`src/rtl/pcs_loopback_pkg.sv`:
```
// Shared word definitions for the PCS loopback rate matcher.
// Flag fields are padded to the widest start vector; unused start bits stay zero.
package pcs_loopback_pkg;

   localparam int START_MAX = 2;

   typedef struct packed {
      logic                 ctrl;
      logic                 idle;
      logic [START_MAX-1:0] start;
      logic                 term;
      logic                 err;
   } pcs_flags_t;

   localparam pcs_flags_t IDLE_FLAGS  = '{ctrl: 1'b1, idle: 1'b1, start: '0, term: 1'b0, err: 1'b0};
   localparam pcs_flags_t ERROR_FLAGS = '{ctrl: 1'b1, idle: 1'b0, start: '0, term: 1'b0, err: 1'b1};

   function automatic int start_w(input bit is_10g);
      return is_10g ? 2 : 1;
   endfunction

endpackage

```
`src/rtl/lb_fifo.sv`:
```
// Elastic buffer storage; pointers carry one extra bit so full and empty differ.
module lb_fifo #(
   parameter  int DEPTH = 8,
   parameter  int WIDTH = 8,
   localparam int AW    = $clog2(DEPTH)
) (
   input  logic             clk,
   input  logic             nreset,
   input  logic             wr,
   input  logic [WIDTH-1:0] wdata,
   input  logic             rd,
   output logic [WIDTH-1:0] head,
   output logic [AW:0]      fill
);

   localparam logic [AW:0] ONE = (AW+1)'(1);

   logic [WIDTH-1:0] mem [DEPTH];
   logic [AW:0]      wptr, rptr;

   always_ff @(posedge clk or negedge nreset) begin
      if (!nreset) begin
         wptr <= '0;
         rptr <= '0;
      end else begin
         if (wr) wptr <= wptr + ONE;
         if (rd) rptr <= rptr + ONE;
      end
   end

   always_ff @(posedge clk) begin
      if (wr) mem[wptr[AW-1:0]] <= wdata;
   end

   assign head = mem[rptr[AW-1:0]];
   assign fill = wptr - rptr;

endmodule

```
`src/rtl/pcs_loopback.sv`:
```
// PCS rx-to-tx loopback with idle delete/insert rate matching and underrun
// recovery; the tx word is a register loaded only when the transmitter samples.
module pcs_loopback
   import pcs_loopback_pkg::*;
#(
   parameter  bit IS_10G  = 1'b1,
   parameter  int DATA_W  = 64,
   parameter  int DEPTH   = 8,
   parameter  int HI_MARK = DEPTH - 2,
   parameter  int LO_MARK = 2,
   localparam int START_W = start_w(IS_10G),
   localparam int KEEP_W  = DATA_W / 8,
   localparam int FW      = $clog2(DEPTH) + 1
) (
   input  logic               clk,
   input  logic               nreset,
   input  logic               rx_valid_i,
   input  logic               rx_ctrl_v_i,
   input  logic               rx_idle_v_i,
   input  logic [START_W-1:0] rx_start_v_i,
   input  logic               rx_term_v_i,
   input  logic               rx_err_v_i,
   input  logic [DATA_W-1:0]  rx_data_i,
   input  logic [KEEP_W-1:0]  rx_keep_i,
   input  logic               tx_ready_i,
   output logic               tx_ctrl_v_o,
   output logic               tx_idle_v_o,
   output logic [START_W-1:0] tx_start_v_o,
   output logic               tx_term_v_o,
   output logic               tx_err_v_o,
   output logic [DATA_W-1:0]  tx_data_o,
   output logic [KEEP_W-1:0]  tx_keep_o,
   output logic [FW-1:0]      fill_o,
   output logic               del_o,
   output logic               ins_o,
   output logic               unf_o,
   output logic               ovf_o
);

   typedef struct packed {
      pcs_flags_t        f;
      logic [DATA_W-1:0] data;
      logic [KEEP_W-1:0] keep;
   } word_t;

   localparam word_t IDLE_WORD  = '{f: IDLE_FLAGS,  data: '0, keep: '0};
   localparam word_t ERROR_WORD = '{f: ERROR_FLAGS, data: '0, keep: '0};
   localparam logic [FW-1:0] HI   = FW'(HI_MARK);
   localparam logic [FW-1:0] LO   = FW'(LO_MARK);
   localparam logic [FW-1:0] FULL = FW'(DEPTH);

   word_t         rx_word, head, tx_q;
   logic [FW-1:0] fill;
   logic          rx_pkt, tx_pkt;
   logic          del, pop, wr_try, wr_en, full, ovf_hit;
   logic          del_q, ins_q, unf_q, ovf_q;

   always_comb begin
      rx_word                      = '0;
      rx_word.f.ctrl               = rx_ctrl_v_i;
      rx_word.f.idle               = rx_idle_v_i;
      rx_word.f.start[START_W-1:0] = rx_start_v_i;
      rx_word.f.term               = rx_term_v_i;
      rx_word.f.err                = rx_err_v_i;
      rx_word.data                 = rx_data_i;
      rx_word.keep                 = rx_keep_i;
   end

   // Idles are only dropped between packets, never inside one.
   assign del     = rx_valid_i && fill >= HI && rx_word == IDLE_WORD && !rx_pkt;
   assign pop     = tx_ready_i && (fill > LO || (fill != '0 && tx_pkt));
   assign full    = fill == FULL;
   assign wr_try  = rx_valid_i && !del;
   assign wr_en   = wr_try && (!full || pop);
   assign ovf_hit = wr_try && full && !pop;

   lb_fifo #(.DEPTH(DEPTH), .WIDTH($bits(word_t))) u_fifo (
      .clk    (clk),
      .nreset (nreset),
      .wr     (wr_en),
      .wdata  (rx_word),
      .rd     (pop),
      .head   (head),
      .fill   (fill)
   );

   always_ff @(posedge clk or negedge nreset) begin
      if (!nreset) begin
         tx_q   <= IDLE_WORD;
         rx_pkt <= 1'b0;
         tx_pkt <= 1'b0;
         del_q  <= 1'b0;
         ins_q  <= 1'b0;
         unf_q  <= 1'b0;
         ovf_q  <= 1'b0;
      end else begin
         del_q <= del;
         ins_q <= 1'b0;
         unf_q <= 1'b0;
         if (ovf_hit) ovf_q <= 1'b1;
         if (rx_valid_i) begin
            if (rx_term_v_i)       rx_pkt <= 1'b0;
            else if (|rx_start_v_i) rx_pkt <= 1'b1;
         end
         if (tx_ready_i) begin
            if (pop) begin
               tx_q <= head;
               if (head.f.term)       tx_pkt <= 1'b0;
               else if (|head.f.start) tx_pkt <= 1'b1;
            end else if (!tx_pkt) begin
               tx_q  <= IDLE_WORD;
               ins_q <= 1'b1;
            end else begin
               // Buffer ran dry inside a packet: poison it and resync on idles.
               tx_q   <= ERROR_WORD;
               unf_q  <= 1'b1;
               tx_pkt <= 1'b0;
            end
         end
      end
   end

   assign tx_ctrl_v_o  = tx_q.f.ctrl;
   assign tx_idle_v_o  = tx_q.f.idle;
   assign tx_start_v_o = tx_q.f.start[START_W-1:0];
   assign tx_term_v_o  = tx_q.f.term;
   assign tx_err_v_o   = tx_q.f.err;
   assign tx_data_o    = tx_q.data;
   assign tx_keep_o    = tx_q.keep;
   assign fill_o       = fill;
   assign del_o        = del_q;
   assign ins_o        = ins_q;
   assign unf_o        = unf_q;
   assign ovf_o        = ovf_q;

endmodule
```
`config.mk`:
```
export PLATFORM = sky130hd
export DESIGN_NAME = pcs_loopback
export DESIGN_NICKNAME = d
export VERILOG_FILES = /design/src/rtl/pcs_loopback_pkg.sv /design/src/rtl/lb_fifo.sv /design/src/rtl/pcs_loopback.sv
export SDC_FILE = /design/constraint.sdc
export NUM_CORES = 1
export LEC_CHECK = 0
export ABC_AREA = 1
export BUFFER_PORTS_ARGS = -buffer_cell sky130_fd_sc_hd__buf_4
export CELL_PAD_IN_SITES_DETAIL_PLACEMENT = 1
export CELL_PAD_IN_SITES_GLOBAL_PLACEMENT = 2
export CORE_ASPECT_RATIO = 1.25
export CORE_MARGIN = 5
export CORE_UTILIZATION = 36
export CTS_CLUSTER_SIZE = 20
export DETAILED_ROUTE_END_ITERATION = 8
export PLACE_DENSITY = 0.77
export SYNTH_ARGS = -nofsm -noshare
export SYNTH_HDL_FRONTEND = slang
export SYNTH_HIERARCHICAL = 1
export SYNTH_SLANG_ARGS = --single-unit
export TNS_END_PERCENT = 1
```
`constraint.sdc`:
```
create_clock -name clk -period 11.8 [get_ports clk]
set_input_delay 1.18 -clock clk [delete_from_list [all_inputs] [get_ports clk]]
set_output_delay 1.18 -clock clk [all_outputs]
set_load 0.05 [all_outputs]
```
==> results.toml, run 1 <==
[floorplanning]
row_count = 120
io_pins = 168
die_w_um = 273
die_h_um = 338
core_region_area_sq_um = 85600
dieArea_sq_um = 92200
initial_utilization = 0.363

[global_route]
first_global_vias = 22700
grt_util_met2 = 0.333
grt_util_met1 = 0.227
global_route.peak_usage_layer = "met2"
grt_overflow_total = 0
groute.layer.met3.usage = 0.0328
grt_pass1_wl_mm = 132
antenna_violations_before_repair = 5
pin_count_of_the_biggest_net_entering_global_routing = 139
grt_usage = 0.185

[yosys]
synthesis.area_sq_um = 31000
largest_cells_by_area_after_synthesis = "sky130_fd_sc_hd__edfxtp_1 60%, sky130_fd_sc_hd__nand2_1 13%, sky130_fd_sc_hd__inv_1 7.8%, sky130_fd_sc_hd__dfrtp_1 7.3%, sky130_fd_sc_hd__nand3_1 5.1%"
synthMostInstantiatedCell = "sky130_fd_sc_hd__nand2_1"
synth.ff_latch_count = 716
post_synth.cell_area_avg_sq_um = 10.2
yosys_warnings = 6
asyncSetResetFlopFracSynth = 0.128
synthCells = 3049
synth.distinct_cells = 28
ys_dominant_reg_cell = "sky130_fd_sc_hd__edfxtp_1"
postSynthNetCount = 3137
post_synth_most_frequent_cells = "1063 x sky130_fd_sc_hd__nand2_1, 642 x sky130_fd_sc_hd__inv_1, 624 x sky130_fd_sc_hd__edfxtp_1"
synth_top_area_cell = "sky130_fd_sc_hd__edfxtp_1"
edff_count_synth = 624
post_synth_top_area_share = 0.604
sequential_fraction_of_the_synthesis_area = 0.678

[status]
status = "finished clean"

[setup_path]
worst-path-max-fanout = 51
worst-endpoint-required_ps = 12030
worst_setup_path_type = "reg -> reg"
cp-start-kind = "register"
critical_path.endpoint_type = "register"
critical_path.top_delay_family = "simple AND/OR/NAND/NOR gates"
timing.critical_path.mode_cell = "sky130_fd_sc_hd__nor2_1"
worst_r2r_startpoint = "u_fifo/rptr[2]$_DFFE_PN0P_"
max_stage_delay_ps = 920
cp_cell_instances = "inv_4 -> ha_1 -> a21oi_1 -> nand2_1 -> xor2_1 -> nor2_1 -> o21ai_1 -> a21oi_2 -> nor2_4 -> nor2_1 -> nor2_1 -> nand2_1 -> nor2_4 -> buf_4"
cp_num_buf_inv = 2
timing.rr.end = "u_fifo/mem[1][0]$_DFFE_PP_"
r2r_depth = 14
worst_path_max_delay_cell = "sky130_fd_sc_hd__nor2_4"
cp.arrival_ps = 6390
rrSetupSlack_ps = 5640

[power_and_ir_drop]
power.share.clock = 0.254
p_switching_mw = 3.87
static_leakage_nw = 16.3
power.density_cell_area_nw_per_um2 = 269
pwr-share-seq = 0.370
power.total_mw = 9.57
cellInternalPower_mw = 5.70
combPwrFrac = 0.376
ir_drop_uv = 147
p_sw_frac = 0.404

[place]
port_buffer_count = 167
gp_congestion = 0.730
detailed_place_hpwl_mm = 49.3
dpl.cell_count = 4201

[routing]
routed-via-count = 20900
ant_nets = 0
drt_iter0_markers = 949
vias_per_cell = 4.82
dr.pass1.iters = 5
finalWirelength_mm = 86.8
remaining_drc_errors = 0
post_drt_wl_per_cell_um = 20.0

[sta]
relSlewSlack = 0.236
period_needed_ps = 6160
hold_slack_ps = 487
post-route-period-util = 0.522
setup_repair_after_global_routing_missed_its_margin = "false"
skew_ps = 24.7
final_max_slew_viol_count = 0
hold_violations = 0
sum_of_negative_setup_slack_ps = 0
timing.final.setup_violations = 0
clock.fmax_ghz = 0.162
tightest_slew_ps = 1150

[clock_network]
number_of_clock_sinks = 716
cts-root-to-sink-buffers = 3
worst_setup_hold_path_clk_slew_ps = 60
cts_tree = "yes"
postCtsHoldBufs = 0
htree_levels = 3
cts_made_buffers = 77
ctsResizeCount = 0
source_to_sink_clock_delay_at_the_later_pin_of_the_worst_skew_pair_ps = 630
ctsRootBufferMaster = "sky130_fd_sc_hd__clkbuf_16"
post-cts-setup-buffer-count = 0

[layout]
finalCoreUtilization = 0.416
fillCellCount = 9527
final_nets = 3270
syn_to_final_growth_pct = 14.7
drive_above_1_share = 0.0996
final-instance-count-excl-fill = 4345

[job]
maxCapViolCount = 0

[hold_path]
hold_path.class = "reg -> reg"
holdCritStartpoint = "u_fifo/wptr[3]$_DFFE_PN0P_"
worstHoldEndpoint = "u_fifo/wptr[3]$_DFFE_PN0P_"
worst_hold_path.num_cells = 1
## layer usage
metal / wire length (um) / part of all wire / vias up
met1: 36900 / 0.43 / 10600
met5: 27 / 0.00031 / -
met3: 3290 / 0.038 / 127
met4: 2030 / 0.023 / 4
li1: - / - / 9843
met2: 44500 / 0.51 / 315
## power by group through the flow
stage,clock network (mW),logic [mW],registers [mW]
floorplan,0,2.16,3.93
global placement,0,3.58,3.57
detailed placement,0,3.66,3.59
CTS,2.50,3.68,3.54
global route,2.61,3.97,3.58
finish,2.43,3.60,3.54
## how the worst max path moves through the flow
stage / startpoint / slack (ps) / depth (start not counted) / endpoint
final: u_fifo/rptr[2]$_DFFE_PN0P_ / 5640 / 14 / u_fifo/mem[1][0]$_DFFE_PP_
after global routing: u_fifo/rptr[2]$_DFFE_PN0P_ / 5290 / 14 / u_fifo/mem[1][3]$_DFFE_PP_
after CTS: u_fifo/rptr[2]$_DFFE_PN0P_ / 5560 / 14 / u_fifo/mem[0][0]$_DFFE_PP_
after detailed placement: u_fifo/rptr[2]$_DFFE_PN0P_ / 5590 / 14 / u_fifo/mem[0][65]$_DFFE_PP_
after global placement: u_fifo/rptr[2]$_DFFE_PN0P_ / 5560 / 14 / u_fifo/mem[1][60]$_DFFE_PP_
after floorplan: u_fifo/rptr[2]$_DFFE_PN0P_ / 4680 / 16 / u_fifo/mem[7][0]$_DFFE_PP_
## area by class of cell
cell class | count | area [sq um] | share of cell area
tap | 1098 | 1370 | 0.0386
clock inverter | 40 | 424 | 0.0119
multi-input combinational | 1549 | 6780 | 0.190
sequential | 716 | 21100 | 0.591
inverter | 647 | 2440 | 0.0687
antenna | 3 | 7.51 | 0.000211
clock buffer | 101 | 2100 | 0.0590
timing repair buffer | 191 | 1430 | 0.0403
## state kept, by name, summed over array words and instances, names as in the netlist, 2 cells and up
name and count:
tx_data_o 64, tx_keep_o 8, tx_start_v_o 2, u_fifo/mem 624, u_fifo/rptr 4, u_fifo/wptr 4
## worst register-to-register path, stage by stage (launching register included)
cell	delay (ps)
sky130_fd_sc_hd__dfrtp_4	830
sky130_fd_sc_hd__inv_4	340
sky130_fd_sc_hd__ha_1	450
sky130_fd_sc_hd__a21oi_1	170
sky130_fd_sc_hd__nand2_1	90
sky130_fd_sc_hd__xor2_1	280
sky130_fd_sc_hd__nor2_1	90
sky130_fd_sc_hd__o21ai_1	130
sky130_fd_sc_hd__a21oi_2	80
sky130_fd_sc_hd__nor2_4	550
sky130_fd_sc_hd__nor2_1	150
sky130_fd_sc_hd__nor2_1	390
sky130_fd_sc_hd__nand2_1	340
sky130_fd_sc_hd__nor2_4	920
sky130_fd_sc_hd__buf_4	920
## metrics by stage
stage	setup slack (ps)	instance area (sq um)
6_report	5640	35600
5_1_grt	5290	35600
4_1_cts	5560	35600
3_5_place_dp	5590	33100
3_3_place_gp	5560	33100
2_1_floorplan	4680	31000
## cells in the final DEF, fill, tap and decap left out, drive strengths merged
cell      Yosys  final
a31oi         1      1
a21oi         7      7
ha            5      5
a22o         72     72
nor2         63     63
bufinv        0      8
xnor2         2      2
inv         647    650
xor2          6      6
edfxtp      624    624
dfrtp        90     90
nand3       319    319
buf         119    191
nor3          1      1
dfstp         2      2
o21ai         6      6
nand2      1063   1063
o22a          1      1
nand4         2      2
fa            1      1
clkbuf       18    101
diode         0      3
clkinv        0     26
clkinvlp      0      3
## cell families (layout without fill, tap and decap cells)
group / Yosys count / count (layout) / synth area share
and+or+nand+nor: 1448 / 1448 / 0.188
other: 0 / 3 / 0
buffers and inverters: 784 / 979 / 0.106
xor gates and xnor gates: 8 / 8 / 0.00226
DFF: 716 / 716 / 0.678
AOI/OAI and AO/OA: 87 / 87 / 0.0230
adders and majority gates: 6 / 6 / 0.00266
No activity file was read; power rests on OpenSTA's default activity.
==> run 2, diff against run 1 <==
Clock period 11.8 ns to 6.15 ns, I/O delays scaled along.
==> results.toml, run 2 (synthesis results as in run 1) <==
[sta]
skew_ps = 23.6
post-route-period-util = 0.766
clock.fmax_ghz = 0.212
hold_slack_ps = -3.26
setup_repair_after_global_routing_missed_its_margin = "false"
hold_violations = 3
layout_setup_ws_ps = 1440
timing.final.setup_violations = 0
tightest_slew_ps = 1250
period_needed_ps = 4710
final_max_slew_viol_count = 0
relSlewSlack = 0.164

[clock_network]
cts_made_buffers = 75
htree_levels = 3
worst_setup_hold_path_clk_slew_ps = 60
number_of_clock_sinks = 716
ctsResizeCount = 0
cts-root-to-sink-buffers = 3
postCtsHoldBufs = 0
ctsRootBufferMaster = "sky130_fd_sc_hd__clkbuf_16"
post-cts-setup-buffer-count = 0
cts_tree = "yes"
source_to_sink_clock_delay_at_the_later_pin_of_the_worst_skew_pair_ps = 630

[routing]
ant_nets = 0
drt_iter0_markers = 956
dr.pass1.iters = 5
post_drt_wl_per_cell_um = 19.5
remaining_drc_errors = 0
finalWirelength_mm = 84.9
vias_per_cell = 4.80
routed-via-count = 20900

[global_route]
antenna_violations_before_repair = 4
global_route.peak_usage_layer = "met2"
first_global_vias = 22700
grt_pass1_wl_mm = 131
groute.layer.met3.usage = 0.0258
pin_count_of_the_biggest_net_entering_global_routing = 194
grt_overflow_total = 0
grt_util_met2 = 0.330
grt_util_met1 = 0.223
grt_usage = 0.182

[layout]
final_nets = 3277
fillCellCount = 9401
number_of_flip_flops_under_the_largest_register_name = 624
syn_to_final_growth_pct = 15.9
layout_commonest_cell = "sky130_fd_sc_hd__nand2_1"
final-seq-area_sq_um = 21100
multi_input_area_sq_um = 6780
most_used_cells_in_the_layout_excluding_fill_and_tap_cells = "1063 x sky130_fd_sc_hd__nand2_1, 642 x sky130_fd_sc_hd__inv_1, 624 x sky130_fd_sc_hd__edfxtp_1"
drive_above_1_share = 0.106

[power_and_ir_drop]
power.share.clock = 0.266
combPwrFrac = 0.370
ir_drop_uv = 315
cellInternalPower_mw = 11.3
power.total_mw = 18.7
p_sw_frac = 0.397
pwr-share-seq = 0.364
power.density_cell_area_nw_per_um2 = 518
p_switching_mw = 7.40
static_leakage_nw = 16.5

[status]
violations_in_the_final_reports = "negative hold slack"
status = "finished with violations"

[floorplanning]
die_h_um = 338
die_w_um = 273
core_region_area_sq_um = 85600
dieArea_sq_um = 92200
row_count = 120
initial_utilization = 0.363
io_pins = 168

[setup_path]
worst_r2r_startpoint = "u_fifo/rptr[1]$_DFFE_PN0P_"
cp.arrival_ps = 4990
cp-start-kind = "register"
critical_path.endpoint_type = "register"
startpoint = "u_fifo/rptr[1]$_DFFE_PN0P_"
r2r_depth = 14
timing.rr.end = "u_fifo/mem[6][38]$_DFFE_PP_"
worst-endpoint-required_ps = 6420
worst_setup_path_type = "reg -> reg"
rrSetupSlack_ps = 1440
worst-path-max-fanout = 48

[place]
pre_cts_ws_ps = 1430
port_buffer_count = 167
gp_congestion = 0.774
detailed_place_hpwl_mm = 49.8

[job]
maxCapViolCount = 0

[hold_path]
hold_path.class = "in -> async"
==> run 2: changes by cell type in the layout (fill, tap and decap cells not counted) <==
cell                        delta
sky130_fd_sc_hd__clkbuf_8      +2
sky130_fd_sc_hd__clkbuf_1      -9
sky130_fd_sc_hd__buf_4         +1
sky130_fd_sc_hd__clkinv_2      +5
sky130_fd_sc_hd__inv_8         +1
sky130_fd_sc_hd__clkinv_1      -5
sky130_fd_sc_hd__buf_12        +8
sky130_fd_sc_hd__inv_6         -3
sky130_fd_sc_hd__clkinv_8      +2
sky130_fd_sc_hd__bufinv_16     +6
==> run 2: power groups by stage <==
stage	Sequential, mW	Combinational [mW]	Clock (mW)
after detailed placement	6.89	7.03	0
after CTS	6.80	7.08	5.09
after floorplan	7.54	4.14	0
final	6.79	6.90	4.96
after global routing	6.88	7.62	5.27
after global placement	6.85	6.86	0
==> run 2: worst max-delay path by stage <==
| stage | cells after the start | to |
|---|---|---|
| 2_1_floorplan | 16 | u_fifo/mem[1][0]$_DFFE_PP_ |
| 3_3_place_gp | 14 | u_fifo/mem[6][42]$_DFFE_PP_ |
| 3_5_place_dp | 14 | u_fifo/mem[6][40]$_DFFE_PP_ |
| 4_1_cts | 14 | u_fifo/mem[6][36]$_DFFE_PP_ |
| 5_1_grt | 14 | u_fifo/mem[6][38]$_DFFE_PP_ |
| 6_report | 14 | u_fifo/mem[6][38]$_DFFE_PP_ |
==> run 2: final cells by class <==
type | count | share of cell area
clock inverters | 46 | 0.0175
clock buffers | 94 | 0.0582
well taps | 1098 | 0.0382
multi-input cells | 1549 | 0.188
inverters | 647 | 0.0680
diodes | 3 | 0.000209
repair buffers | 200 | 0.0445
flip-flops and latches | 716 | 0.585
==> run 2: critical path: stages, from the launching register on <==
cell	delay [ps]
sky130_fd_sc_hd__dfrtp_4	870
sky130_fd_sc_hd__inv_6	360
sky130_fd_sc_hd__ha_1	390
sky130_fd_sc_hd__nand3_1	80
sky130_fd_sc_hd__nand2_1	90
sky130_fd_sc_hd__xor2_1	300
sky130_fd_sc_hd__nor2_1	90
sky130_fd_sc_hd__o21ai_1	140
sky130_fd_sc_hd__a21oi_2	80
sky130_fd_sc_hd__nor2_4	100
sky130_fd_sc_hd__nor2_1	60
sky130_fd_sc_hd__nor2_1	330
sky130_fd_sc_hd__nand2_1	320
sky130_fd_sc_hd__nor2_4	640
sky130_fd_sc_hd__buf_12	410
==> run 2: metrics by stage <==
stage | instance area, sq um | TNS, ps | utilization | cells | hold slack [ps]
6_report | 36000 | 0 | 0.420 | 4353 | -3.26
5_1_grt | 36000 | 0 | 0.420 | 4352 | 37.5
4_1_cts | 36000 | 0 | 0.420 | 4350 | 3.46
3_5_place_dp | 33200 | 0 | 0.389 | 4210 | 472
3_3_place_gp | 33200 | 0 | 0.389 | 4210 | 475
2_1_floorplan | 31000 | -507810 | - | 3049 | 319
==> run 2: per-layer routing <==
layer,vias up,part of all wire
li1,9862,-
met1,10600,0.42
met2,310,0.52
met3,105,0.033
met4,2,0.024
met5,-,0.00015
==> run 3, diff against run 2 <==
Clock period 6.15 ns to 4.9 ns, I/O delays scaled along.
==> results.toml, run 3 (synthesis results as in run 1) <==
[status]
status = "finished clean"

[clock_network]
source_to_sink_clock_delay_at_the_later_pin_of_the_worst_skew_pair_ps = 630
cts_tree = "yes"
ctsRootBufferMaster = "sky130_fd_sc_hd__clkbuf_16"
htree_levels = 3
ctsResizeCount = 0
post-cts-setup-buffer-count = 0
worst_setup_hold_path_clk_slew_ps = 60
cts-root-to-sink-buffers = 3
number_of_clock_sinks = 716
cts_made_buffers = 74
postCtsHoldBufs = 0

[hold_path]
hold_path.class = "in -> async"

[floorplanning]
io_pins = 168
core_region_area_sq_um = 85600
row_count = 120
dieArea_sq_um = 92200
die_h_um = 338
initial_utilization = 0.363
die_w_um = 273

[job]
maxCapViolCount = 0

[sta]
clock.fmax_ghz = 0.236
setup_repair_after_global_routing_missed_its_margin = "false"
relSlewSlack = 0.106
hold_slack_ps = 23.2
final_max_slew_viol_count = 0
timing.final.setup_violations = 0
sum_of_negative_setup_slack_ps = 0
tightest_slew_ps = 1340
hold_violations = 0
skew_ps = 28.6
period_needed_ps = 4240
post-route-period-util = 0.864

[place]
gp_congestion = 0.748
port_buffer_count = 167
detailed_place_hpwl_mm = 50.7
dpl.cell_count = 4211

[setup_path]
timing.rr.end = "u_fifo/mem[6][20]$_DFFE_PP_"
worst-path-max-fanout = 27
worst-endpoint-required_ps = 5200
critical_path.endpoint_type = "register"
r2r_depth = 15
worst_setup_path_type = "reg -> reg"
critical_path.endpoint = "u_fifo/mem[6][20]$_DFFE_PP_"
worst_r2r_startpoint = "u_fifo/rptr[2]$_DFFE_PN0P_"
cp.arrival_ps = 4540
cp-start-kind = "register"
startpoint = "u_fifo/rptr[2]$_DFFE_PN0P_"
rrSetupSlack_ps = 660

[layout]
layout_commonest_cell = "sky130_fd_sc_hd__nand2_1"
multi_input_area_sq_um = 6790
final-seq-area_sq_um = 21100
most_used_cells_in_the_layout_excluding_fill_and_tap_cells = "1063 x sky130_fd_sc_hd__nand2_1, 642 x sky130_fd_sc_hd__inv_1, 624 x sky130_fd_sc_hd__edfxtp_1"
final-instance-count-excl-fill = 4346
finalCoreUtilization = 0.417
fillCellCount = 9454
syn_to_final_growth_pct = 15.0
drive_above_1_share = 0.103
number_of_flip_flops_under_the_largest_register_name = 624
final_nets = 3277
diodes = 0

[global_route]
grt_pass1_wl_mm = 133
grt_overflow_total = 0
first_global_vias = 22700
antenna_violations_before_repair = 1
pin_count_of_the_biggest_net_entering_global_routing = 217
grt_usage = 0.185

[routing]
remaining_drc_errors = 0
finalWirelength_mm = 86.2
post_drt_wl_per_cell_um = 19.8
vias_per_cell = 4.77
dr.pass1.iters = 5
routed-via-count = 20700
ant_nets = 0
drt_iter0_markers = 1014

[power_and_ir_drop]
static_leakage_nw = 16.4
power.density_cell_area_nw_per_um2 = 641
ir_drop_uv = 465
[run 3: cell types whose count changed in the layout (fill, tap and decap cells not counted), sizes merged]
cell	delta
inv	+2
buf	+1
clkinv	+2
diode	-3
bufinv	-8
clkbuf	-2
clkinvlp	+1
[run 3: worst max-delay path, cell delays in order, from the launching register on]
cell and delay, ps:
sky130_fd_sc_hd__dfrtp_4 620, sky130_fd_sc_hd__inv_4 370, sky130_fd_sc_hd__ha_1 380, sky130_fd_sc_hd__a21oi_1 160, sky130_fd_sc_hd__nand2_1 110, sky130_fd_sc_hd__xor2_2 180
sky130_fd_sc_hd__a21oi_1 140, sky130_fd_sc_hd__nor2_1 60, sky130_fd_sc_hd__nand2_1 60, sky130_fd_sc_hd__nor2_1 50, sky130_fd_sc_hd__nand3_1 150, sky130_fd_sc_hd__nand2_1 80
sky130_fd_sc_hd__nor2_1 290, sky130_fd_sc_hd__nand2_1 310, sky130_fd_sc_hd__nor2_4 660, sky130_fd_sc_hd__buf_12 280
[run 3: worst min path at each step]
stage / startpoint / to / slack, ps
final: nreset / tx_data_o[49]$_DFFE_PN0P_ / 20
after global routing: tx_ready_i / tx_pkt$_DFFE_PN0P_ / 90
after CTS: nreset / tx_data_o[49]$_DFFE_PN0P_ / 50
after detailed placement: u_fifo/wptr[3]$_DFFE_PN0P_ / u_fifo/wptr[3]$_DFFE_PN0P_ / 480
after global placement: ovf_o$_DFFE_PN0P_ / ovf_o$_DFFE_PN0P_ / 450
after floorplan: nreset / del_o$_DFF_PN0_ / 190
[run 3: cell type report]
type                    instances  area share
clock inverters                43      0.0106
repair buffers                201      0.0462
multi-input cells            1549       0.190
flip-flops and latches        716       0.590
well taps                    1098      0.0385
inverters                     647      0.0685
clock buffers                  92      0.0559
[run 3: power by group]
| group | total (mW) | switching (mW) | internal (mW) |
|---|---|---|---|
| clock | 5.60 | 2.38 | 3.21 |
| sequential | 8.35 | 0.442 | 7.91 |
| combinational | 8.92 | 6.46 | 2.47 |
| total | 22.9 | 9.28 | 13.6 |
[run 3: metal layers]
| layer | share of wire | track usage | vias to the layer above | wire, um |
|---|---|---|---|---|
| met2 | 0.51 | 0.325 | 349 | 43700 |
| met3 | 0.041 | 0.0279 | 92 | 3510 |
| met1 | 0.43 | 0.238 | 10400 | 37200 |
| met4 | 0.021 | 0.0505 | 0 | 1840 |
| met5 | 0 | 0 | - | 0 |
| li1 | - | - | 9860 | - |
[run 3: metrics by stage]
step	total power, mW	instance area [sq um]	worst slack (ps)
floorplan	14.6	31100	102
global placement	17.3	33300	647
detailed placement	17.5	33300	639
CTS	23.2	35700	629
global route	24.3	35700	322
finish	22.9	35700	664
